<file path="src/rtl/cond_logic_bank.sv">
// Condition-check unit with one {Q,N,Z,C,V} flag bank per hardware context.
// Evaluates the ARM condition field against the selected bank, gates the
// PC/register/memory write requests, and applies grouped flag updates.
module cond_logic_bank #(
    parameter  int NCTX    = 4,
    parameter  int REG_OUT = 0,
    localparam int CTXW    = (NCTX > 1) ? $clog2(NCTX) : 1
) (
    input  logic            clk,
    input  logic            reset,
    input  logic            Valid,
    input  logic [CTXW-1:0] CtxSel,
    input  logic [3:0]      Cond,
    input  logic [4:0]      ALUFlags,
    input  logic [1:0]      FlagW,
    input  logic            QSet,
    input  logic            QClr,
    input  logic            CtxClr,
    input  logic            PCS,
    input  logic            RegW,
    input  logic            MemW,
    output logic            CondEx,
    output logic            PCSrc,
    output logic            RegWrite,
    output logic            MemWrite,
    output logic [4:0]      FlagsOut
);

    // Bank bit layout: [4]=Q [3]=N [2]=Z [1]=C [0]=V
    logic [4:0] bank_q [NCTX];
    logic [4:0] bank_d [NCTX];

    logic       sel_hit;
    logic [4:0] sel_flags;
    logic       cond_pass;
    logic       cond_ex_c;
    logic [3:0] gated_c;

    // Bank read mux; an out-of-range CtxSel matches no bank and reads as zero.
    always_comb begin
        sel_hit   = 1'b0;
        sel_flags = 5'b0;
        for (int i = 0; i < NCTX; i++) begin
            if (CtxSel == CTXW'(i)) begin
                sel_hit   = 1'b1;
                sel_flags = bank_q[i];
            end
        end
    end

    // Condition decode against the stored (pre-update) flags.
    always_comb begin
        logic n, z, c, v, ge;
        n  = sel_flags[3];
        z  = sel_flags[2];
        c  = sel_flags[1];
        v  = sel_flags[0];
        ge = (n == v);
        cond_pass = 1'b0;
        case (Cond)
            4'h0:    cond_pass = z;
            4'h1:    cond_pass = ~z;
            4'h2:    cond_pass = c;
            4'h3:    cond_pass = ~c;
            4'h4:    cond_pass = n;
            4'h5:    cond_pass = ~n;
            4'h6:    cond_pass = v;
            4'h7:    cond_pass = ~v;
            4'h8:    cond_pass = c & ~z;
            4'h9:    cond_pass = ~(c & ~z);
            4'hA:    cond_pass = ge;
            4'hB:    cond_pass = ~ge;
            4'hC:    cond_pass = ~z & ge;
            4'hD:    cond_pass = ~(~z & ge);
            4'hE:    cond_pass = 1'b1;
            default: cond_pass = 1'b0;
        endcase
    end

    // Gate the write requests with the condition result.
    always_comb begin
        cond_ex_c = Valid & sel_hit & cond_pass;
        gated_c   = {cond_ex_c, PCS & cond_ex_c, RegW & cond_ex_c, MemW & cond_ex_c};
    end

    // Next-state for every bank; only the selected bank can change, and a
    // context clear beats any flag write landing in the same cycle.
    always_comb begin
        for (int i = 0; i < NCTX; i++) begin
            bank_d[i] = bank_q[i];
            if (CtxSel == CTXW'(i)) begin
                if (Valid && CtxClr) begin
                    bank_d[i] = 5'b0;
                end else if (cond_ex_c) begin
                    if (FlagW[1]) bank_d[i][3:2] = ALUFlags[3:2];
                    if (FlagW[0]) bank_d[i][1:0] = ALUFlags[1:0];
                    if (QClr && QSet)  bank_d[i][4] = ALUFlags[4];
                    else if (QClr)     bank_d[i][4] = 1'b0;
                    else if (QSet)     bank_d[i][4] = bank_q[i][4] | ALUFlags[4];
                end
            end
        end
    end

    // Flag bank storage.
    always_ff @(posedge clk) begin
        if (reset) begin
            for (int i = 0; i < NCTX; i++) bank_q[i] <= 5'b0;
        end else begin
            for (int i = 0; i < NCTX; i++) bank_q[i] <= bank_d[i];
        end
    end

    assign FlagsOut = sel_flags;

    generate
        if (REG_OUT != 0) begin : g_reg_out
            logic [3:0] gated_q;
            logic [3:0] gated_d;

            // Reset clears the pipelined outputs on the next edge.
            always_comb gated_d = reset ? 4'b0 : gated_c;

            // One pipeline stage on the gated outputs.
            always_ff @(posedge clk) begin
                gated_q <= gated_d;
            end

            assign {CondEx, PCSrc, RegWrite, MemWrite} = gated_q;
        end else begin : g_comb_out
            assign {CondEx, PCSrc, RegWrite, MemWrite} = gated_c;
        end
    endgenerate

endmodule
</file>
<file path="config.mk">
export PLATFORM = sky130hd
export DESIGN_NAME = cond_logic_bank
export DESIGN_NICKNAME = d
export VERILOG_FILES = /design/src/rtl/cond_logic_bank.sv
export SDC_FILE = /design/constraint.sdc
export NUM_CORES = 1
export LEC_CHECK = 0
export ABC_AREA = 0
export BUFFER_PORTS_ARGS = -buffer_cell sky130_fd_sc_hd__buf_4
export CAP_MARGIN = 40
export CORE_UTILIZATION = 40
export DETAILED_ROUTE_END_ITERATION = 12
export PLACE_DENSITY = 0.7
export SYNTH_ARGS = -nofsm -noshare
export SYNTH_HDL_FRONTEND = slang
export SYNTH_SLANG_ARGS = --single-unit
</file>
<file path="constraint.sdc">
create_clock -name clk -period 2.2 [get_ports clk]
set_input_delay 0.22 -clock clk [delete_from_list [all_inputs] [get_ports clk]]
set_output_delay 0.22 -clock clk [all_outputs]
set_load 0.005 [all_outputs]
</file>
==> results of run 1 <==
## metrics by stage
step | TNS, ns | utilization | std cells | worst slack, ns | hold WS (ns)
after floorplan | -0.0567 | - | 167 | -0.0189 | 0.431
after detailed placement | -5.46 | 0.543 | 264 | -0.319 | 0.506
after CTS | -6.00 | 0.584 | 272 | -0.342 | 0.296
final | -9.40 | 0.699 | 282 | -0.485 | 0.295
after global placement | -4.41 | 0.543 | 264 | -0.234 | 0.518
after global routing | -11.35 | 0.699 | 282 | -0.579 | 0.304
## worst reg2reg max path, stage by stage, from the launching register on
cell and delay [ns]:
sky130_fd_sc_hd__dfxtp_2 0.34, sky130_fd_sc_hd__mux4_2 0.50, sky130_fd_sc_hd__xnor2_2 0.23, sky130_fd_sc_hd__mux2i_1 0.23, sky130_fd_sc_hd__nand2_1 0.12, sky130_fd_sc_hd__a311oi_4 0.42
sky130_fd_sc_hd__buf_4 0.20, sky130_fd_sc_hd__buf_6 0.12, sky130_fd_sc_hd__buf_12 0.13, sky130_fd_sc_hd__o311ai_0 0.20, sky130_fd_sc_hd__o31ai_1 0.12
## timing repair
action / 4_1_cts / 5_1_grt
buffers inserted: 3 / 9
cloned: 1 / 2
endpoints found under the setup margin: 24 / 24
resized for setup: 16 / 61
pin swaps: 2 / 15
## layer usage
layer / GRT usage / up-vias / routed length (µm) / part of all wire
li1: - / 813 / - / -
met1: 0.294 / 883 / 2310 / 0.36
met2: 0.461 / 109 / 3260 / 0.51
met3: 0.0308 / 35 / 415 / 0.065
met4: 0.128 / 0 / 361 / 0.057
met5: 0 / - / 0 / 0
## final timing paths
check | cells past startpoint | endpoint | slack [ns]
min | 3 | bank_q[1][1] | 0.30
min reg2reg | 2 | bank_q[1][1] | 0.53
max reg2reg | 10 | bank_q[1][3] | -0.49
max | 10 | bank_q[1][3] | -0.49
## synthesized netlist by cell type, drive strengths merged (2+ instances only)
cell type	number
a32oi	2
mux4	7
mux2	6
o22a	2
o311ai	20
a21oi	7
nor2b	4
mux2i	5
clkbuf	5
nand2	22
nand2b	9
buf	8
o21ai	7
o31ai	20
nor2	4
and2	4
dfxtp	20
## kinds of logic (layout without fill, tap and decap cells)
group           count (synthesis)  after routing  share of synthesized area
flops                          20             20                      0.263
buf+inv                        14             79                     0.0551
simple gates                   48             50                      0.164
mux                            18             18                      0.181
compound gates                 65             65                      0.320
xor+xnor                        2              2                     0.0165
## layout make-up
| class | instances | share of cell area |
|---|---|---|
| Multi-Input combinational cell | 135 | 0.547 |
| Timing Repair Buffer | 74 | 0.245 |
| Sequential cell | 20 | 0.161 |
| Tap cell | 48 | 0.0235 |
| Clock buffer | 4 | 0.0215 |
| Inverter | 1 | 0.00147 |
## report_power, final
| part | switching, mW | internal [mW] | total, mW |
|---|---|---|---|
| clock network | 0.131 | 0.160 | 0.291 |
| logic | 0.215 | 0.171 | 0.386 |
| registers | 0.00666 | 0.368 | 0.375 |
==> results.yml, run 1 <==
status:
  run_status: "finished, violations left"
  failed_checks: "negative setup slack"
floorplanning:
  coreArea_mm2: 0.00366
  die_y_um: 63.7
  fp.dieW_um: 63.7
  rows: 22
  floorplan.io_pins: 31
  die-area_mm2: 0.00405
  floorplan.initialDensity: 0.415
routing:
  detail_route.vias_per_cell: 6.52
  wire_per_inst_um: 22.5
  drt-pass1-iter-count: 4
  via_count: 1840
  drtAntennaViolNets: 0
  drt_iter0_markers: 86
  drt_drc_violations_left: 0
  wirelength_um: 6340
clock_network:
  clkLatencyLatePin_ns: 0.27
  clock-sinks: 20
  cts_root_buffer: "sky130_fd_sc_hd__clkbuf_8"
  cts_max_path_buffers: 2
  clk_pin_slew_ns: 0.08
  cts_htree_levels: 1
  tritoncts: "built"
  cts_buffer_count: 3
  number_of_hold_buffers_added_after_cts: 0
finish:
  layout_commonest_cell: "sky130_fd_sc_hd__buf_4"
  layout.nets: 257
  largestRegisters: "bank_q (20)"
  fillers: 262
  regMostFlops: "bank_q"
  antenna-diode-count: 0
  drive_above_1_share: 0.585
  cell_area_after_layout_mm2: 0.00256
  largest_register_ff_count: 20
  layout.cells.most_common_list: "sky130_fd_sc_hd__buf_4, sky130_fd_sc_hd__nand2_1, sky130_fd_sc_hd__o311ai_4, sky130_fd_sc_hd__o31ai_1, sky130_fd_sc_hd__dfxtp_1"
  register_area_um2: 412
  area_delta_synth_final_pct: 68.3
  area_used_by_multi_input_combinational_logic_mm2: 0.00140
timing:
  grt_setup_unrepaired: "yes"
  timing.slew.headroom: 0.643
  setup-violations-final: 24
  min_tclk_post_route_ns: 2.69
  fin_ws_ns: -0.485
  fmax_ghz: 0.372
  slew_viol_final: 0
  clock_skew_ns: 0.00229
  report.final.hold_viol_count: 0
  layout_worst_path_cycle_share: 1.22
  worst_margin_slew_ns: 0.529
yosys:
  synth-main-ff-cell: "sky130_fd_sc_hd__dfxtp_1"
  synth-edff-count: 0
  yosys.area.top_type: "sky130_fd_sc_hd__dfxtp_1"
  post_synth_inst_count: 167
  synth_area_leaders: "sky130_fd_sc_hd__dfxtp_1, sky130_fd_sc_hd__o311ai_0, sky130_fd_sc_hd__mux4_2"
  yosysSeqAreaShare: 0.263
  netlist.area_leader.share: 0.263
  postSynth.asyncResetShare: 0
  netlist_area_mm2: 0.00152
  yosys_reg_bits: 20
  synth_nets: 189
  synthesis.yosys.warnings: 0
  synth.lib_cells_used.distinct: 35
  post_synth.cell_area_avg_um2: 9.10
grt:
  grt_antenna_before_repair: 0
  number_of_global_route_vias_before_repair: 1728
  grt_util_all_layers: 0.256
  overflow: 0
  grt_pass1_wl_um: 8090
  grt_max_degree: 22
power_and_ir_drop:
  vdd.ir_drop.worst_uv: 329
  power_leakage_nw: 0.961
  overall_power_of_the_completed_layout_mw: 1.05
  power.density_mw_per_mm2: 411
placed_design:
  gp_congestion: 0.988
  detailed_place.area_mm2: 0.00199
  port_buffers: 30
  dp_hpwl_um: 3740
worst_setup_path:
  endpoint_kind: "register"
  required_ns: 2.38
  timing.critical_path.fanout_max: 6
  critical-path-max-stage-delay_ns: 0.50
  critical_path_class: "reg -> reg"
  worstPathCellList: "mux4_2 > xnor2_2 > mux2i_1 > nand2_1 > a311oi_4 > buf_4 > buf_6 > buf_12 > o311ai_0 > o31ai_1"
  critical_path_buf_inv_count: 3
  crit_family: "compound AO/OA/AOI/OAI gates"
  setup.worst_path.start: "bank_q[2][3]"
  slowest_cell_on_crit_path: "sky130_fd_sc_hd__mux4_2"
  regToRegStartpoint: "bank_q[2][3]"
  worst_ep_arrival_time_ns: 2.87
  critPathLaunchType: "register"
run:
  timing.max_cap.violations: 0
hold_path:
  worstHoldPathType: "in -> reg"
  min-delay-start: "ALUFlags[1]"
No activity file was read; power rests on OpenSTA's default activity.
==> inputs of run 2 (changes only) <==
- SKIP_CTS_REPAIR_TIMING: default -> 1
==> results.yml, run 2 (synthesized netlist as in run 1, its figures left out) <==
status:
  run_status: "finished, violations left"
  failed_checks: "negative setup slack"
finish:
  final_cells: 271
  largest_register_ff_count: 20
  area_delta_synth_final_pct: 37.9
  drive_above_1_share: 0.448
  layout_commonest_cell: "sky130_fd_sc_hd__buf_4"
  largestRegisters: "bank_q (20)"
  fillers: 340
  layout.nets: 246
  layout.cells.most_common_list: "sky130_fd_sc_hd__buf_4, sky130_fd_sc_hd__nand2_1, sky130_fd_sc_hd__o311ai_0"
  regMostFlops: "bank_q"
  antenna-diode-count: 0
timing:
  worst_margin_slew_ns: 0.460
  fin_setup_tns_ns: -6.30
  min_tclk_post_route_ns: 2.55
  slew_viol_final: 0
  timing.slew.headroom: 0.689
  layout_worst_path_cycle_share: 1.16
  grt_setup_unrepaired: "yes"
  setup-violations-final: 24
  report.final.hold_viol_count: 0
  fmax_ghz: 0.393
  fin_ws_ns: -0.346
  finalHoldWorstSlack_ns: 0.293
  clock_skew_ns: 0.00616
clock_network:
  clkLatencyLatePin_ns: 0.26
  tritoncts: "built"
  cts_buffer_count: 3
  cts_root_buffer: "sky130_fd_sc_hd__clkbuf_8"
  cts_max_path_buffers: 2
  clk_pin_slew_ns: 0.08
  cts_htree_levels: 1
  clock-sinks: 20
worst_setup_path:
  r2r_cells: 9
  critPathLaunchType: "register"
  endpoint_kind: "output pin"
  setup.worst_path.start: "bank_q[3][2]"
  required_ns: 1.98
  worst_ep_arrival_time_ns: 2.33
  reg_to_reg_endpoint: "bank_q[1][4]"
  regToRegStartpoint: "bank_q[3][2]"
  timing.critical_path.fanout_max: 6
  critical_path_class: "reg -> out"
  timing.reg2reg.setup_slack_ns: -0.32
  crit_path_end: "PCSrc"
hold_path:
  worstHoldPathType: "in -> reg"
grt:
  grt_max_degree: 22
  number_of_global_route_vias_before_repair: 1682
  grt_util_all_layers: 0.245
  grt_pass1_wl_um: 7720
  grt_antenna_before_repair: 0
  overflow: 0
routing:
  drt_iter0_markers: 68
  drtAntennaViolNets: 0
  drt-pass1-iter-count: 4
  wirelength_um: 4790
  drt_drc_violations_left: 0
  via_count: 1687
  wire_per_inst_um: 17.7
  detail_route.vias_per_cell: 6.23
power_and_ir_drop:
  pwr-share-comb: 0.275
  total_switching_power_mw: 0.258
  power.density_mw_per_mm2: 430
  netSwitchingFraction: 0.286
  vdd.ir_drop.worst_uv: 333
  power.share.sequential: 0.415
  clock_power_frac: 0.310
  power_leakage_nw: 0.850
  internal_power_mw: 0.644
  overall_power_of_the_completed_layout_mw: 0.902
floorplanning:
  floorplan.initialDensity: 0.415
  rows: 22
  die_y_um: 63.7
  fp.dieW_um: 63.7
  die-area_mm2: 0.00405
  floorplan.io_pins: 31
  coreArea_mm2: 0.00366
placed_design:
  gp_congestion: 0.988
  dp_worst_setup_slack_ns: -0.319
  port_buffers: 30
  dp_hpwl_um: 3740
  placed_cells_incl_taps: 264
run:
  timing.max_cap.violations: 0
==> run 2: changes by cell type in the layout (fill, tap and decap cells not counted), sizes merged <==
| cell | previous run | this run |
|---|---|---|
| buf | 73 | 65 |
| or3 | 3 | 1 |
| clkbuf | 5 | 4 |
==> run 2: area by class of cell <==
class / count / area, µm² / share of cell area
well taps: 48 / 60.1 / 0.0286
inverters: 1 / 3.75 / 0.00179
flip-flops and latches: 20 / 408 / 0.195
multi-input cells: 133 / 1070 / 0.513
clock buffers: 4 / 55.1 / 0.0263
repair buffers: 65 / 495 / 0.236
==> run 2: how the worst min path moves through the flow <==
stage / from / end / slack [ns] / cells past startpoint
finish: ALUFlags[2] / bank_q[1][2] / 0.29 / 3
global route: ALUFlags[3] / bank_q[2][3] / 0.30 / 3
CTS: ALUFlags[1] / bank_q[1][1] / 0.30 / 3
detailed placement: bank_q[3][4] / bank_q[3][4] / 0.51 / 2
global placement: bank_q[3][4] / bank_q[3][4] / 0.52 / 2
floorplan: ALUFlags[1] / bank_q[0][1] / 0.43 / 2
==> run 2: per-layer routing <==
metal | vias up | routed length, µm | track usage
met5 | - | 0 | 0
met4 | 0 | 153 | 0.128
met3 | 17 | 266 | 0.0254
met2 | 66 | 2460 | 0.440
met1 | 819 | 1910 | 0.282
li1 | 785 | - | -
==> run 2: per-stage QoR <==
stage	util	cell area (µm²)
6_report	0.573	2100
3_3_place_gp	0.543	1990
2_1_floorplan	-	1560
5_1_grt	0.573	2100
3_5_place_dp	0.543	1990
4_1_cts	0.558	2040
==> run 2: critical path, stage by stage, from the launching register on <==
cell and delay (ns):
sky130_fd_sc_hd__dfxtp_2 0.34, sky130_fd_sc_hd__mux4_2 0.49, sky130_fd_sc_hd__buf_6 0.14, sky130_fd_sc_hd__nand2b_4 0.12, sky130_fd_sc_hd__a31oi_1 0.17, sky130_fd_sc_hd__a21oi_1 0.09, sky130_fd_sc_hd__a311oi_2 0.21, sky130_fd_sc_hd__buf_4 0.19
sky130_fd_sc_hd__nor2_4 0.05, sky130_fd_sc_hd__and2_4 0.13, sky130_fd_sc_hd__buf_4 0.13
==> run 2: power groups by stage <==
stage          combinational [mW]  sequential, mW  clock [mW]
5_1_grt                     0.264           0.374       0.307
6_report                    0.248           0.374       0.280
2_1_floorplan               0.134           0.380           0
3_3_place_gp                0.228           0.381           0
4_1_cts                     0.236           0.373       0.282
3_5_place_dp                0.236           0.382           0
==> inputs of run 3 (changes only) <==
- RECOVER_POWER: default -> 25
==> results.yml, run 3 (synthesized netlist as in run 1, its figures left out) <==
worst_setup_path:
  critical-path-max-stage-delay_ns: 0.49
  cp.depth: 10
  slowest_cell_on_crit_path: "sky130_fd_sc_hd__mux4_2"
  critPathLaunchType: "register"
  timing.reg2reg.setup_slack_ns: -0.31
  critical_path_class: "reg -> out"
  worst_ep_arrival_time_ns: 2.33
  cpMostUsedCell: "sky130_fd_sc_hd__buf_4"
  reg_to_reg_endpoint: "bank_q[1][4]"
  timing.critical_path.fanout_max: 6
  crit_family: "multiplexers"
  required_ns: 1.98
  critical_path_buf_inv_count: 3
  r2r_cells: 9
  worstPathCellList: "mux4_2 > buf_6 > nand2b_4 > a31oi_1 > a21oi_1 > a311oi_2 > buf_4 > nor2_4 > and2_4 > buf_4"
  regToRegStartpoint: "bank_q[3][2]"
  endpoint_kind: "output pin"
placed_design:
  port_buffers: 30
  placed_cells_incl_taps: 264
  dp_hpwl_um: 3740
  detailed_place.area_mm2: 0.00199
  gp_congestion: 0.988
floorplanning:
  floorplan.initialDensity: 0.415
  die-area_mm2: 0.00405
  rows: 22
  coreArea_mm2: 0.00366
  fp.dieW_um: 63.7
  floorplan.io_pins: 31
  die_y_um: 63.7
clock_network:
  tritoncts: "built"
  cts_htree_levels: 1
  clkLatencyLatePin_ns: 0.26
  cts_root_buffer: "sky130_fd_sc_hd__clkbuf_8"
  clock-sinks: 20
  cts_buffer_count: 3
  clk_pin_slew_ns: 0.08
  cts_max_path_buffers: 2
power_and_ir_drop:
  pwr-share-comb: 0.274
  vdd.ir_drop.worst_uv: 337
  netSwitchingFraction: 0.290
  power.share.sequential: 0.413
  internal_power_mw: 0.643
  total_switching_power_mw: 0.263
  power_leakage_nw: 0.846
  clock_power_frac: 0.314
  power.density_mw_per_mm2: 433
finish:
  regMostFlops: "bank_q"
  fillers: 342
  antenna-diode-count: 0
  largest_register_ff_count: 20
  cell_area_after_layout_mm2: 0.00209
  largestRegisters: "bank_q (20)"
  area_delta_synth_final_pct: 37.7
  layout.cells.most_common_list: "sky130_fd_sc_hd__buf_4, sky130_fd_sc_hd__nand2_1, sky130_fd_sc_hd__o311ai_0"
  layout.nets: 246
  fraction_of_the_core_area_covered_by_cells_at_the_end_of_the_flow: 0.572
  drive_above_1_share: 0.444
  final_cells: 271
  layout_commonest_cell: "sky130_fd_sc_hd__buf_4"
timing:
  setup-violations-final: 24
  worst_margin_slew_ns: 0.442
  timing.slew.headroom: 0.702
  slew_viol_final: 0
  fin_ws_ns: -0.350
  grt_setup_unrepaired: "yes"
  report.final.hold_viol_count: 0
  clock_skew_ns: 0.00552
  layout_worst_path_cycle_share: 1.16
  fmax_ghz: 0.392
  min_tclk_post_route_ns: 2.55
grt:
  grt_antenna_before_repair: 0
  number_of_global_route_vias_before_repair: 1682
  grt_max_degree: 22
  grt_pass1_wl_um: 7720
  overflow: 0
  grt_util_all_layers: 0.245
routing:
  drt_iter0_markers: 66
  detail_route.vias_per_cell: 6.32
  wire_per_inst_um: 17.8
  drt_drc_violations_left: 0
  via_count: 1712
  drt-pass1-iter-count: 4
  wirelength_um: 4820
  drtAntennaViolNets: 0
status:
  failed_checks: "negative setup slack"
  run_status: "finished, violations left"
hold_path:
  worstHoldEndpoint: "bank_q[1][2]"
  worstHoldPathType: "in -> reg"
  hold_depth: 3
  min-delay-start: "ALUFlags[2]"
run:
  timing.max_cap.violations: 0
[run 3: cell types whose count changed in the layout (fill, tap and decap cells not counted), sizes merged]
cell | before | now
buf | 65 | 64
clkbuf | 4 | 5
[run 3: worst max path at each step]
stage,startpoint,to,slack [ns]
finish,bank_q[3][2],PCSrc,-0.35
global route,bank_q[3][2],PCSrc,-0.46
CTS,bank_q[3][2],PCSrc,-0.40
detailed placement,CtxSel[0],bank_q[1][4],-0.32
global placement,CtxSel[0],bank_q[2][4],-0.23
floorplan,CtxSel[0],MemWrite,-0.02
[run 3: worst register-to-register path, delay by kind of cell, from the launching register on]
kind,cells,cell delay [ns]
and+or+nand+nor,2,0.65
buffers and inverters,2,0.32
DFF,1,0.34
muxes,1,0.49
AOI/OAI and AO/OA,4,0.60
[run 3: power by group through the flow]
stage	Sequential (mW)	Clock, mW	Combinational (mW)
floorplan	0.380	0	0.134
global placement	0.381	0	0.228
detailed placement	0.382	0	0.236
CTS	0.373	0.282	0.236
global route	0.374	0.307	0.264
finish	0.374	0.284	0.248
[run 3: per-layer routing]
layer | track usage | vias up | part of all wire | wire length, µm
li1 | - | 783 | - | -
met1 | 0.282 | 834 | 0.39 | 1900
met2 | 0.440 | 81 | 0.51 | 2480
met3 | 0.0254 | 14 | 0.063 | 305
met4 | 0.128 | 0 | 0.028 | 136
met5 | 0 | - | 0 | 0
[run 3: final cells by class]
| cell class | instances | area [µm²] | area share |
|---|---|---|---|
| Inverter | 1 | 3.75 | 0.00179 |
| Multi-Input combinational cell | 133 | 1070 | 0.513 |
| Timing Repair Buffer | 65 | 492 | 0.235 |
| Clock buffer | 4 | 55.1 | 0.0263 |
| Tap cell | 48 | 60.1 | 0.0287 |
| Sequential cell | 20 | 408 | 0.195 |
[run 3: through the flow]
stage | TNS [ns] | total power, mW | setup slack (ns) | hold WS (ns)
after floorplan | -0.0567 | 0.514 | -0.0189 | 0.431
after global placement | -4.41 | 0.609 | -0.234 | 0.518
after detailed placement | -5.46 | 0.618 | -0.319 | 0.506
after CTS | -5.20 | 0.892 | -0.400 | 0.296
after global routing | -9.42 | 0.945 | -0.462 | 0.300
final | -6.32 | 0.906 | -0.350 | 0.291
